## src/rtl/stack_upstream_rx.sv

```systemverilog
// Upstream receive port: accepts manager beats, buffers them in a FIFO with a registered head,
// and reports packet count. Define STU_RX_PROTOCOL_CHECK_EN to enable the SOM/MOM/EOM framing checker.
module stack_upstream_rx #(
  parameter int DATA_W = 64,
  parameter int OOB_W  = 32,
  parameter int TYPE_W = 2,
  parameter int DEPTH  = 8
) (
  input  logic              clk,
  input  logic              reset_poweron,
  input  logic              mgr__stu__valid,
  input  logic [1:0]        mgr__stu__cntl,
  input  logic [TYPE_W-1:0] mgr__stu__type,
  input  logic [DATA_W-1:0] mgr__stu__data,
  input  logic [OOB_W-1:0]  mgr__stu__oob_data,
  output logic              stu__mgr__ready,
  output logic              stu__cns__valid,
  output logic [1:0]        stu__cns__cntl,
  output logic [TYPE_W-1:0] stu__cns__type,
  output logic [DATA_W-1:0] stu__cns__data,
  output logic [OOB_W-1:0]  stu__cns__oob_data,
  input  logic              cns__stu__ready,
  output logic [15:0]       stu__sys__pktCount,
  output logic              stu__sys__frameErr,
  output logic              stu__sys__empty
);
  localparam int PTR_W = $clog2(DEPTH);
  localparam int CNT_W = PTR_W + 1;
  localparam int ENT_W = 2 + TYPE_W + DATA_W + OOB_W;

  logic [ENT_W-1:0] mem [DEPTH];
  logic [ENT_W-1:0] head_q, head_d, in_entry;
  logic [PTR_W-1:0] wr_ptr_q, wr_ptr_d, rd_ptr_q, rd_ptr_d;
  logic [CNT_W-1:0] count_q, count_d, remain;
  logic [15:0]      pkt_count_q, pkt_count_d;
  logic             ready_q, accept, push, pop, out_valid;

  assign in_entry  = {mgr__stu__cntl, mgr__stu__type, mgr__stu__data, mgr__stu__oob_data};
  assign accept    = mgr__stu__valid & ready_q;
  assign out_valid = (count_q != '0);
  assign pop       = out_valid & cns__stu__ready;

`ifdef STU_RX_PROTOCOL_CHECK_EN
  localparam logic [1:0] CNTL_MOM     = 2'b00;
  localparam logic [1:0] CNTL_SOM     = 2'b01;
  localparam logic [1:0] CNTL_EOM     = 2'b10;
  localparam logic [1:0] CNTL_SOM_EOM = 2'b11;

  typedef enum logic {IDLE = 1'b0, IN_PKT = 1'b1} frame_state_e;
  frame_state_e state_q, state_d;
  logic         frame_err_q, frame_err_d, write_en;

  always_comb begin
    state_d     = state_q;
    frame_err_d = 1'b0;
    write_en    = accept;
    if (accept) begin
      unique case (state_q)
        IDLE: begin
          unique case (mgr__stu__cntl)
            CNTL_SOM:     state_d = IN_PKT;
            CNTL_SOM_EOM: state_d = IDLE;
            default: begin
              // Continuation beat with no open packet: consume it but never store it.
              write_en    = 1'b0;
              frame_err_d = 1'b1;
            end
          endcase
        end
        IN_PKT: begin
          unique case (mgr__stu__cntl)
            CNTL_MOM:     state_d = IN_PKT;
            CNTL_EOM:     state_d = IDLE;
            CNTL_SOM:     frame_err_d = 1'b1;
            default: begin
              frame_err_d = 1'b1;
              state_d     = IDLE;
            end
          endcase
        end
        default: state_d = IDLE;
      endcase
    end
  end

  always_ff @(posedge clk or negedge reset_poweron) begin
    if (!reset_poweron) begin
      state_q     <= IDLE;
      frame_err_q <= 1'b0;
    end else begin
      state_q     <= state_d;
      frame_err_q <= frame_err_d;
    end
  end

  assign push               = write_en;
  assign stu__sys__frameErr = frame_err_q;
`else
  assign push               = accept;
  assign stu__sys__frameErr = 1'b0;
`endif

  always_comb begin
    rd_ptr_d    = rd_ptr_q + PTR_W'(pop);
    wr_ptr_d    = wr_ptr_q + PTR_W'(push);
    count_d     = count_q + CNT_W'(push) - CNT_W'(pop);
    remain      = count_q - CNT_W'(pop);
    pkt_count_d = pkt_count_q + 16'(push & mgr__stu__cntl[1]);
    head_d      = head_q;
    // Refill the head when it is consumed or empty; bypass the incoming beat if nothing older is queued.
    if (pop || !out_valid) begin
      if (remain != '0) head_d = mem[rd_ptr_d];
      else if (push)    head_d = in_entry;
    end
  end

  always_ff @(posedge clk) begin
    if (push) mem[wr_ptr_q] <= in_entry;
  end

  always_ff @(posedge clk or negedge reset_poweron) begin
    if (!reset_poweron) begin
      head_q      <= '0;
      wr_ptr_q    <= '0;
      rd_ptr_q    <= '0;
      count_q     <= '0;
      pkt_count_q <= '0;
      ready_q     <= 1'b0;
    end else begin
      head_q      <= head_d;
      wr_ptr_q    <= wr_ptr_d;
      rd_ptr_q    <= rd_ptr_d;
      count_q     <= count_d;
      pkt_count_q <= pkt_count_d;
      // Two spare entries cover the beat the manager may launch before seeing ready fall.
      ready_q     <= (count_d <= CNT_W'(DEPTH - 2));
    end
  end

  assert property (@(posedge clk) disable iff (!reset_poweron) !(push && count_q == CNT_W'(DEPTH)));

  assign {stu__cns__cntl, stu__cns__type, stu__cns__data, stu__cns__oob_data} = head_q;
  assign stu__cns__valid    = out_valid;
  assign stu__sys__empty    = !out_valid;
  assign stu__mgr__ready    = ready_q;
  assign stu__sys__pktCount = pkt_count_q;
endmodule

```

## config.mk

```make
export PLATFORM = sky130hd
export DESIGN_NAME = stack_upstream_rx
export DESIGN_NICKNAME = d
export VERILOG_FILES = /design/src/rtl/stack_upstream_rx.sv
export SDC_FILE = /design/constraint.sdc
export NUM_CORES = 1
export LEC_CHECK = 0
export ABC_AREA = 0
export BUFFER_PORTS_ARGS = -buffer_cell sky130_fd_sc_hd__buf_2
export CORE_ASPECT_RATIO = 1.5
export CORE_MARGIN = 2
export CORE_UTILIZATION = 54
export DETAILED_ROUTE_END_ITERATION = 8
export GPL_TIMING_DRIVEN = 0
export PLACE_DENSITY_LB_ADDON = 0.2
export SLEW_MARGIN = 10
export SYNTH_ARGS = -nofsm -noshare
export SYNTH_HDL_FRONTEND = slang
export SYNTH_SLANG_ARGS = --single-unit
```

## constraint.sdc

```tcl
create_clock -name clk -period 10.6 [get_ports clk]
set_input_delay 0.53 -clock clk [delete_from_list [all_inputs] [get_ports clk]]
set_output_delay 0.53 -clock clk [all_outputs]
set_load 0.02 [all_outputs]
```

==> impl_metrics.csv, run 1 <==
group,metric,value,unit
worst_setup_path,critical_path.max_fanout,10,
logic_synthesis,synth_nets,1730,
sta,slew_headroom,0.306,
die,dieArea,67400,sq um
drt,ant_nets,0,
drt,top_layer,"met5",
cells_and_area,syn2layout_area_growth,17.0,%
placement,place_area,38600,sq um
clock_network,h-tree-depth,3,
placement,dp_hpwl,53300,um
clock_network,tritoncts,"yes",
clock_network,clk_path_buf_depth,3,
clock_network,clkSinkCount,927,
logic_synthesis,synth_warnings,0,
logic_synthesis,ys_async_sr_fraction,0.137,
drt,vias,18100,
clock_network,cts_setup_buffers,0,
pwr,switchingPower,0.00390,W
run_status,outcome,"finished, final reports clean",
worst_setup_path,crit_path_max_incr_delay,560,ps
sta,setup_violations,0,
placement,io_buffers,222,
sta,fmax,0.299,GHz
die,std_cell_rows,114,
worst_setup_path,crit_buf_inv,4,
sta,finalClockSkew,18.8,ps
drt,drc,0,
worst_setup_path,crit_path_frequent_cell,"ha_1",
die,fp.dieH,317,um
cells_and_area,drive_gt1_frac,0.350,
pwr,power_per_cell_area,290,nW/um^2
worst_hold_path,worstHoldPathType,"in -> reg",
sta,rsz0062_at_grt,"false",
logic_synthesis,netlist_instances,1614,
sta,hold_slack,184,ps
logic_synthesis,synth_largest_area_cell,"edfxtp_1",
run,maxCapViolations,0,
worst_setup_path,crit_arrival,3850,ps
logic_synthesis,synthTopCellsByArea,"edfxtp_1 (68%), mux4_2 (13%), dfrtp_1 (9.0%)",
pwr,p_clk_frac,0.249,
global_routing,grt_max_degree,73,
logic_synthesis,syn_area_per_cell,21.9,sq um
die,core-area,64500,sq um
die,die_width,213,um
pwr,ir_drop,0.172,mV
pwr,p_comb_frac,0.357,
logic_synthesis,synth_top_area_frac,0.681,
logic_synthesis,synth_area,35300,sq um
pwr,intPower,0.00806,W
worst_setup_path,worst-endpoint-required,11110,ps
drt,wirelength_met1,31700,um
pwr,p_leak,14.4,nW
sta,hold_viol,0,
die,initial_core_util,0.547,
clock_network,cts_resized,0,
drt,wl_met3,5700,um
placement,gp_congestion,0.760,
clock_network,clk_latency,640,ps
sta,layout_min_cycle_time,3340,ps
drt,wl_met2,41900,um
sta,post-route-period-util,0.315,
clock_network,clk_pin_slew,70,ps
sta,drv_slew,0,
logic_synthesis,yosys.cell_types.count,41,
cells_and_area,final_area,41300,sq um
global_routing,grt_usage,0.248,
worst_setup_path,critical_path.cell_chain,"inv_1 -> ha_1 -> nand2_2 -> inv_2 -> nor2b_1 -> ha_1 -> ha_1 -> buf_4 -> buf_2 -> mux4_2 -> mux2i_1 -> o21ai_0",
pwr,switching_share,0.326,
global_routing,grt_pass1_vias,18900,
worst_setup_path,path_class,"reg -> reg",
clock_network,hold_buffers,1,
clock_network,cts_root_buffer,"clkbuf_16",
clock_network,cts_inserted_buffers,83,
global_routing,grt_pass1_wl,121000,um
logic_synthesis,ys_top_cells_by_count,"edfxtp_1 (800), mux4_2 (200), dfrtp_1 (127), mux2i_1 (100), a32oi_1 (99)",
logic_synthesis,synthFlopType,"edfxtp_1",
logic_synthesis,synth-edff-count,800,
cells_and_area,utilization,0.640,
drt,first_pass_iters,5,
worst_setup_path,slowest_stage,"mux4_2",
global_routing,grt_overflow,0,
die,io_pins,224,
sta,tightest_slew,1040,ps
drt,drtIter0Drc,1676,
worst_setup_path,endpoint_kind,"flop",
drt,wl_per_cell,27.7,um
cells_and_area,fin_nets,2122,
worst_setup_path,critPathLaunchType,"flop",
logic_synthesis,synth.most_common_cell,"edfxtp_1",
drt,vias_per_cell,6.13,
pwr,fin_total_pwr,0.0120,W
worst_setup_path,critPathTopFamily,"buffers and inverters",
logic_synthesis,ys_ff_latch,927,
drt,drt-total-wl,81700,um
pwr,power_frac_seq,0.394,
logic_synthesis,seq_area_frac_synth,0.771,
global_routing,antenna_found_initial,14,
==> cell families (layout without fill, tap and decap cells) <==
family                     after synthesis  count (layout)  synth area share
muxes                                  300             300             0.156
and+or+nand+nor                         43              43           0.00614
DFF                                    927             927             0.771
AOI/OAI and AO/OA                      207             207            0.0407
other                                    1               9          0.000106
buffers and inverters                  105             563            0.0165
adders and majority gates               12              12           0.00447
xor gates and xnor gates                19              19           0.00472
==> cell usage in the layout (no fill, tap or decap), drive strengths merged, types with 7 or more instances in the layout <==
master  instances
a32oi          99
buf           386
clkbuf        129
clkinv         28
dfrtp         127
diode           8
edfxtp        800
ha             11
inv             9
mux2i         100
mux4          200
nand2          10
nor2            8
nor3            7
o21ai          99
xnor2          12
xor2            7
==> final timing paths <==
kind,startpoint,endpoint,slack (ps),cells past startpoint
max,count_q[2]$_DFF_PN0_,head_q[70]$_DFFE_PN0P_,7260,12
max reg2reg,count_q[2]$_DFF_PN0_,head_q[70]$_DFFE_PN0P_,7260,12
max in group asynchronous,reset_poweron,head_q[80]$_DFFE_PN0P_,9300,3
min in group asynchronous,reset_poweron,head_q[40]$_DFFE_PN0P_,440,2
min reg2reg,stu__sys__pktCount[15]$_DFF_PN0_,stu__sys__pktCount[15]$_DFF_PN0_,480,1
min,mgr__stu__data[34],mem[3][66]$_DFFE_PP_,180,1
==> registers in the layout, summed over array words and instances (netlist names) <==
signal and flops:
stu__sys__pktCount 16, stu__mgr__ready 1, rd_ptr_q 3, mem 800, count_q 4, wr_ptr_q 3
head_q 100
==> area by class of cell <==
type	instances	area, sq um
flip-flops and latches	927	27200
well taps	870	1090
inverters	6	22.5
clock inverters	41	362
repair buffers	307	2150
diodes	8	20.0
fillers	4506	23200
multi-input cells	582	7550
clock buffers	110	2320
plain buffers	99	561
==> power groups by stage <==
| stage | Clock, W | Combinational (W) | Sequential [W] |
|---|---|---|---|
| 2_1_floorplan | 0 | 0.00270 | 0.00502 |
| 3_3_place_gp | 0 | 0.00415 | 0.00489 |
| 3_5_place_dp | 0 | 0.00433 | 0.00478 |
| 4_1_cts | 0.00302 | 0.00434 | 0.00471 |
| 5_1_grt | 0.00316 | 0.00457 | 0.00475 |
| 6_report | 0.00298 | 0.00427 | 0.00471 |
==> layer usage <==
layer | track usage | up-vias
met1 | 0.326 | 9631
met3 | 0.0482 | 144
met4 | 0.0858 | 10
met5 | 0 | -
met2 | 0.421 | 690
li1 | - | 7611
==> stage by stage <==
step	TNS (ps)	setup slack, ps	std cells
global route	0	6950	2946
finish	0	7260	2950
floorplan	0	2240	1614
global placement	-2378790	-5450	2706
CTS	0	7220	2942
detailed placement	0	7230	2790
Note: power is estimated with default switching activity, not from simulation.
==> run 2, diff against run 1 <==
- clock period: 10.6 -> 2.9 ns (I/O delays scaled with it)
==> run 2 against run 1 <==
Compared with the run above: hold slack worse by 140 ps; sequential power rose to 3.7 times the previous value; critical path type unchanged; largest power group is now combinational cells; highest routed layer unchanged; critical path depth increased by 1.
==> impl_metrics.csv, run 2 (same netlist as run 1, synthesis figures left out) <==
group,metric,value,unit
clock_network,clk_pin_slew,60,ps
sta,fmax,0.352,GHz
die,core-area,64500,sq um
sta,setup_violations,0,
die,dieArea,67400,sq um
cells_and_area,final_common_cell,"edfxtp_1",
global_routing,grt_max_degree,66,
global_routing,antenna_found_initial,3,
die,std_cell_rows,114,
die,initial_core_util,0.547,
run_status,outcome,"finished, final reports clean",
pwr,power_per_cell_area,1090,nW/um^2
clock_network,clk_path_buf_depth,3,
clock_network,tritoncts,"yes",
clock_network,cts_root_buffer,"clkbuf_16",
global_routing,grt_usage,0.258,
placement,dpl.cell_count,2769,
worst_setup_path,rrSetupSlack,60,ps
clock_network,cts_inserted_buffers,84,
sta,finalClockSkew,22.4,ps
pwr,ir_drop,0.684,mV
worst_setup_path,endpoint_kind,"flop",
cells_and_area,stdcell_count,3056,
cells_and_area,regMostFlops,"mem",
drt,drtIter0Drc,1684,
run,maxCapViolations,0,
sta,layout_min_cycle_time,2840,ps
cells_and_area,largest_reg_flops,800,
die,io_pins,224,
sta,timing.setup.tns,0,ps
global_routing,grt_pass1_wl,125000,um
cells_and_area,syn2layout_area_growth,23.6,%
clock_network,clk_latency,640,ps
cells_and_area,fin_nets,2230,
pwr,p_leak,15.3,nW
global_routing,grt_overflow,0,
worst_setup_path,path_class,"reg -> reg",
worst_setup_path,crit_arrival,3350,ps
sta,drv_slew,0,
cells_and_area,fill_cells,4252,
cells_and_area,drive_gt1_frac,0.348,
clock_network,h-tree-depth,3,
placement,io_buffers,222,
drt,vias_per_cell,6.12,
cells_and_area,layout.cells.most_common_list,"edfxtp_1 (800), buf_2 (239), mux4_2 (200)",
drt,drt-total-wl,86900,um
worst_setup_path,critPathLaunchType,"flop",
clock_network,clkSinkCount,927,
sta,post-route-period-util,0.980,
worst_hold_path,worstHoldPathType,"in -> async",
drt,first_pass_iters,6,
worst_setup_path,critical_path.max_fanout,10,
drt,wl_per_cell,28.4,um
sta,tightest_slew,1240,ps
placement,dp_hpwl,52700,um
drt,vias,18700,
cells_and_area,antennaDiodeCount,0,
die,die_width,213,um
drt,drc,0,
global_routing,grt_pass1_vias,19500,
placement,gp_congestion,0.736,
sta,slew_headroom,0.173,
sta,hold_viol,0,
worst_setup_path,worst-endpoint-required,3410,ps
die,fp.dieH,317,um
drt,ant_nets,0,
[run 2: cell count changes in the layout (fill, tap and decap cells not counted), moves of 8 or more]
| cell | delta |
|---|---|
| buf_2 | -43 |
| buf_12 | +16 |
| buf_4 | -31 |
| buf_16 | +17 |
| dlygate4sd3_1 | +102 |
| buf_8 | +28 |
| clkbuf_16 | +18 |
| diode_2 | -8 |
[run 2: report_power, final]
part | leakage, nW | internal, W | switching [W]
sequential | 8.78 | 0.0164 | 0.000904
clock | 1.29 | 0.00593 | 0.00480
combinational | 5.18 | 0.00964 | 0.00971
[run 2: repair_timing]
item                       in CTS  in global routing
pin swaps                       2                  0
cloned                          4                 17
hold buffers                  103                  0
setup buffers                   3                  2
gates resized for setup       116                 53
setup endpoints to repair     100                 98
hold endpoints to repair     1028                  0
[run 2: area by class of cell]
type | count | area [sq um] | share of cell area
sequential | 927 | 27200 | 0.624
tap | 870 | 1090 | 0.0250
timing repair buffer | 414 | 3880 | 0.0890
multi-input combinational | 582 | 7680 | 0.176
clock inverter | 45 | 324 | 0.00743
inverter | 6 | 25.0 | 0.000574
clock buffer | 113 | 2320 | 0.0533
buffer | 99 | 1080 | 0.0247
[run 2: worst paths after layout]
kind	from	end	cells after the start
max reg2reg	count_q[2]$_DFF_PN0_	head_q[79]$_DFFE_PN0P_	13
max	count_q[2]$_DFF_PN0_	head_q[79]$_DFFE_PN0P_	13
min reg2reg	stu__sys__pktCount[15]$_DFF_PN0_	stu__sys__pktCount[15]$_DFF_PN0_	1
min in group clk	mgr__stu__oob_data[6]	mem[2][6]$_DFFE_PP_	2
min	reset_poweron	head_q[39]$_DFFE_PN0P_	2
max in group asynchronous	reset_poweron	head_q[96]$_DFFE_PN0P_	3
[run 2: critical path, stage by stage, from the launching register on]
cell and delay (ps):
dfrtp_1 390, inv_2 110, ha_4 160, nand2_2 70, inv_4 90, nor2b_2 70, ha_4 180, ha_4 300
buf_4 160, buf_16 180, buf_16 170, mux4_2 510, mux2i_2 180, o21ai_0 120
[run 2: through the flow]
| stage | worst slack (ps) | utilization | area [sq um] | hold WS, ps | power (W) |
|---|---|---|---|---|---|
| final | 57.7 | 0.676 | 43600 | 46.9 | 0.0474 |
| after global routing | -12.7 | 0.676 | 43600 | 80.9 | 0.0493 |
| after CTS | -2.08 | 0.666 | 42900 | 62.1 | 0.0458 |
| after detailed placement | -423 | 0.601 | 38700 | 139 | 0.0335 |
| after global placement | -4750 | 0.583 | 37600 | 416 | 0.0328 |
| after floorplan | -1350 | - | 35400 | -151 | 0.0282 |
[run 2: layer usage]
layer,global-route usage,part of all wire,vias up
li1,-,-,7834
met1,0.336,0.39,9958
met2,0.443,0.52,754
met3,0.0479,0.063,138
met4,0.0833,0.025,6
met5,0,0.00047,-
==> run 3, diff against run 2 <==
- RECOVER_POWER: unset -> 25
==> run 3 against run 2 <==
Compared with the run above: die area unchanged; cell area fell by 0.20%; global-route usage did not move; hold slack lost 2.1 ps; worst setup slack hardly changed; total power about the same; critical path depth unchanged; via count about the same; clock power is essentially flat; register-to-register slack about the same; clock-buffer cell count is the same.
==> impl_metrics.csv, run 3 (same netlist as run 1, synthesis figures left out) <==
group,metric,value,unit
run_status,outcome,"finished, final reports clean",
sta,timing.setup.tns,0,ps
cells_and_area,fin_nets,2230,
cells_and_area,syn2layout_area_growth,23.4,%
clock_network,clk_latency,630,ps
global_routing,grt_max_degree,66,
worst_setup_path,critPathTopFamily,"buffers and inverters",
global_routing,antenna_found_initial,3,
die,core-area,64500,sq um
placement,io_buffers,222,
worst_setup_path,worst-endpoint-required,3410,ps
clock_network,clk_path_buf_depth,3,
sta,layout_min_cycle_time,2840,ps
die,initial_core_util,0.547,
worst_setup_path,slowest_stage,"mux4_2",
worst_hold_path,worstHoldPathType,"in -> async",
sta,setup_violations,0,
sta,hold_viol,0,
cells_and_area,layout.cells.most_common_list,"edfxtp_1 (800), mux4_2 (200), buf_2 (170)",
clock_network,cts_inserted_buffers,84,
global_routing,grt_usage,0.258,
die,die_width,213,um
sta,fmax,0.352,GHz
clock_network,clkSinkCount,927,
pwr,ir_drop,0.687,mV
cells_and_area,largest_reg_flops,800,
sta,slew_headroom,0.182,
drt,vias_per_cell,6.12,
pwr,power_per_cell_area,1090,nW/um^2
cells_and_area,utilization,0.675,
drt,wl_per_cell,28.4,um
worst_setup_path,endpoint_kind,"flop",
drt,first_pass_iters,6,
run,maxCapViolations,0,
sta,tightest_slew,1230,ps
drt,vias,18700,
clock_network,cts_root_buffer,"clkbuf_16",
sta,post-route-period-util,0.980,
cells_and_area,drive_gt1_frac,0.317,
worst_setup_path,crit_buf_inv,5,
worst_setup_path,critical_path.max_fanout,10,
clock_network,clk_pin_slew,60,ps
worst_setup_path,crit_arrival,3350,ps
worst_setup_path,crit_path_max_incr_delay,510,ps
die,fp.dieH,317,um
cells_and_area,antennaDiodeCount,0,
sta,hold_slack,44.9,ps
placement,dp_hpwl,52700,um
pwr,p_leak,15.1,nW
global_routing,grt_pass1_wl,125000,um
worst_setup_path,path_class,"reg -> reg",
sta,drv_slew,0,
placement,gp_congestion,0.736,
die,dieArea,67400,sq um
worst_setup_path,crit_path_frequent_cell,"ha_4",
die,std_cell_rows,114,
global_routing,grt_overflow,0,
clock_network,h-tree-depth,3,
die,io_pins,224,
drt,drtIter0Drc,1670,
drt,ant_nets,0,
worst_setup_path,critPathLaunchType,"flop",
cells_and_area,regMostFlops,"mem",
cells_and_area,final_common_cell,"edfxtp_1",
worst_setup_path,critical_path.cell_chain,"inv_2 -> ha_4 -> nand2_2 -> inv_4 -> nor2b_2 -> ha_4 -> ha_4 -> buf_4 -> buf_16 -> buf_16 -> mux4_2 -> mux2i_2 -> o21ai_0",
clock_network,tritoncts,"yes",
global_routing,grt_pass1_vias,19500,
sta,finalClockSkew,20.6,ps
drt,drc,0,
drt,drt-total-wl,86800,um
-- run 3: final timing paths --
check,slack (ps),cells past startpoint,end,start
max reg2reg,60,13,head_q[79]$_DFFE_PN0P_,count_q[2]$_DFF_PN0_
min reg2reg,470,1,stu__sys__pktCount[15]$_DFF_PN0_,stu__sys__pktCount[15]$_DFF_PN0_
min,40,2,head_q[39]$_DFFE_PN0P_,reset_poweron
max,60,13,head_q[79]$_DFFE_PN0P_,count_q[2]$_DFF_PN0_
max in group asynchronous,2020,3,head_q[96]$_DFFE_PN0P_,reset_poweron
min in group clk,380,2,mem[5][38]$_DFFE_PP_,mgr__stu__data[6]
-- run 3: area by class of cell --
type	count	area, sq um
Multi-Input combinational cell	582	7680
Sequential cell	927	27200
Tap cell	870	1090
Clock inverter	45	324
Fill cell	4278	21000
Buffer	99	1080
Clock buffer	113	2320
Inverter	6	25.0
Timing Repair Buffer	414	3790
-- run 3: layer usage --
layer	vias up	track usage	part of all wire
li1	7839	-	-
met1	9916	0.336	0.39
met2	794	0.443	0.52
met3	134	0.0479	0.065
met4	6	0.0833	0.025
met5	-	0	0.00047
-- run 3: timing repair --
item,in CTS,in global routing
setup endpoints to repair,100,98
pin swaps,2,0
buffers inserted,3,2
gates resized for setup,116,53
hold buffers,103,0
hold endpoints to repair,1028,0
gates cloned,4,17
-- run 3: report_power, final --
part	switching [W]	internal, W	total, W
clock network	0.00480	0.00593	0.0107
logic	0.00971	0.00963	0.0193
registers	0.000907	0.0164	0.0173
total	0.0154	0.0320	0.0474
-- run 3: stage by stage --
step	power, W	instances	setup slack, ps	area [sq um]
2_1_floorplan	0.0282	1614	-1350	35400
3_3_place_gp	0.0328	2706	-4750	37600
3_5_place_dp	0.0335	2769	-423	38700
4_1_cts	0.0458	3037	-2.08	42900
5_1_grt	0.0493	3056	-12.7	43500
6_report	0.0474	3056	57.6	43500
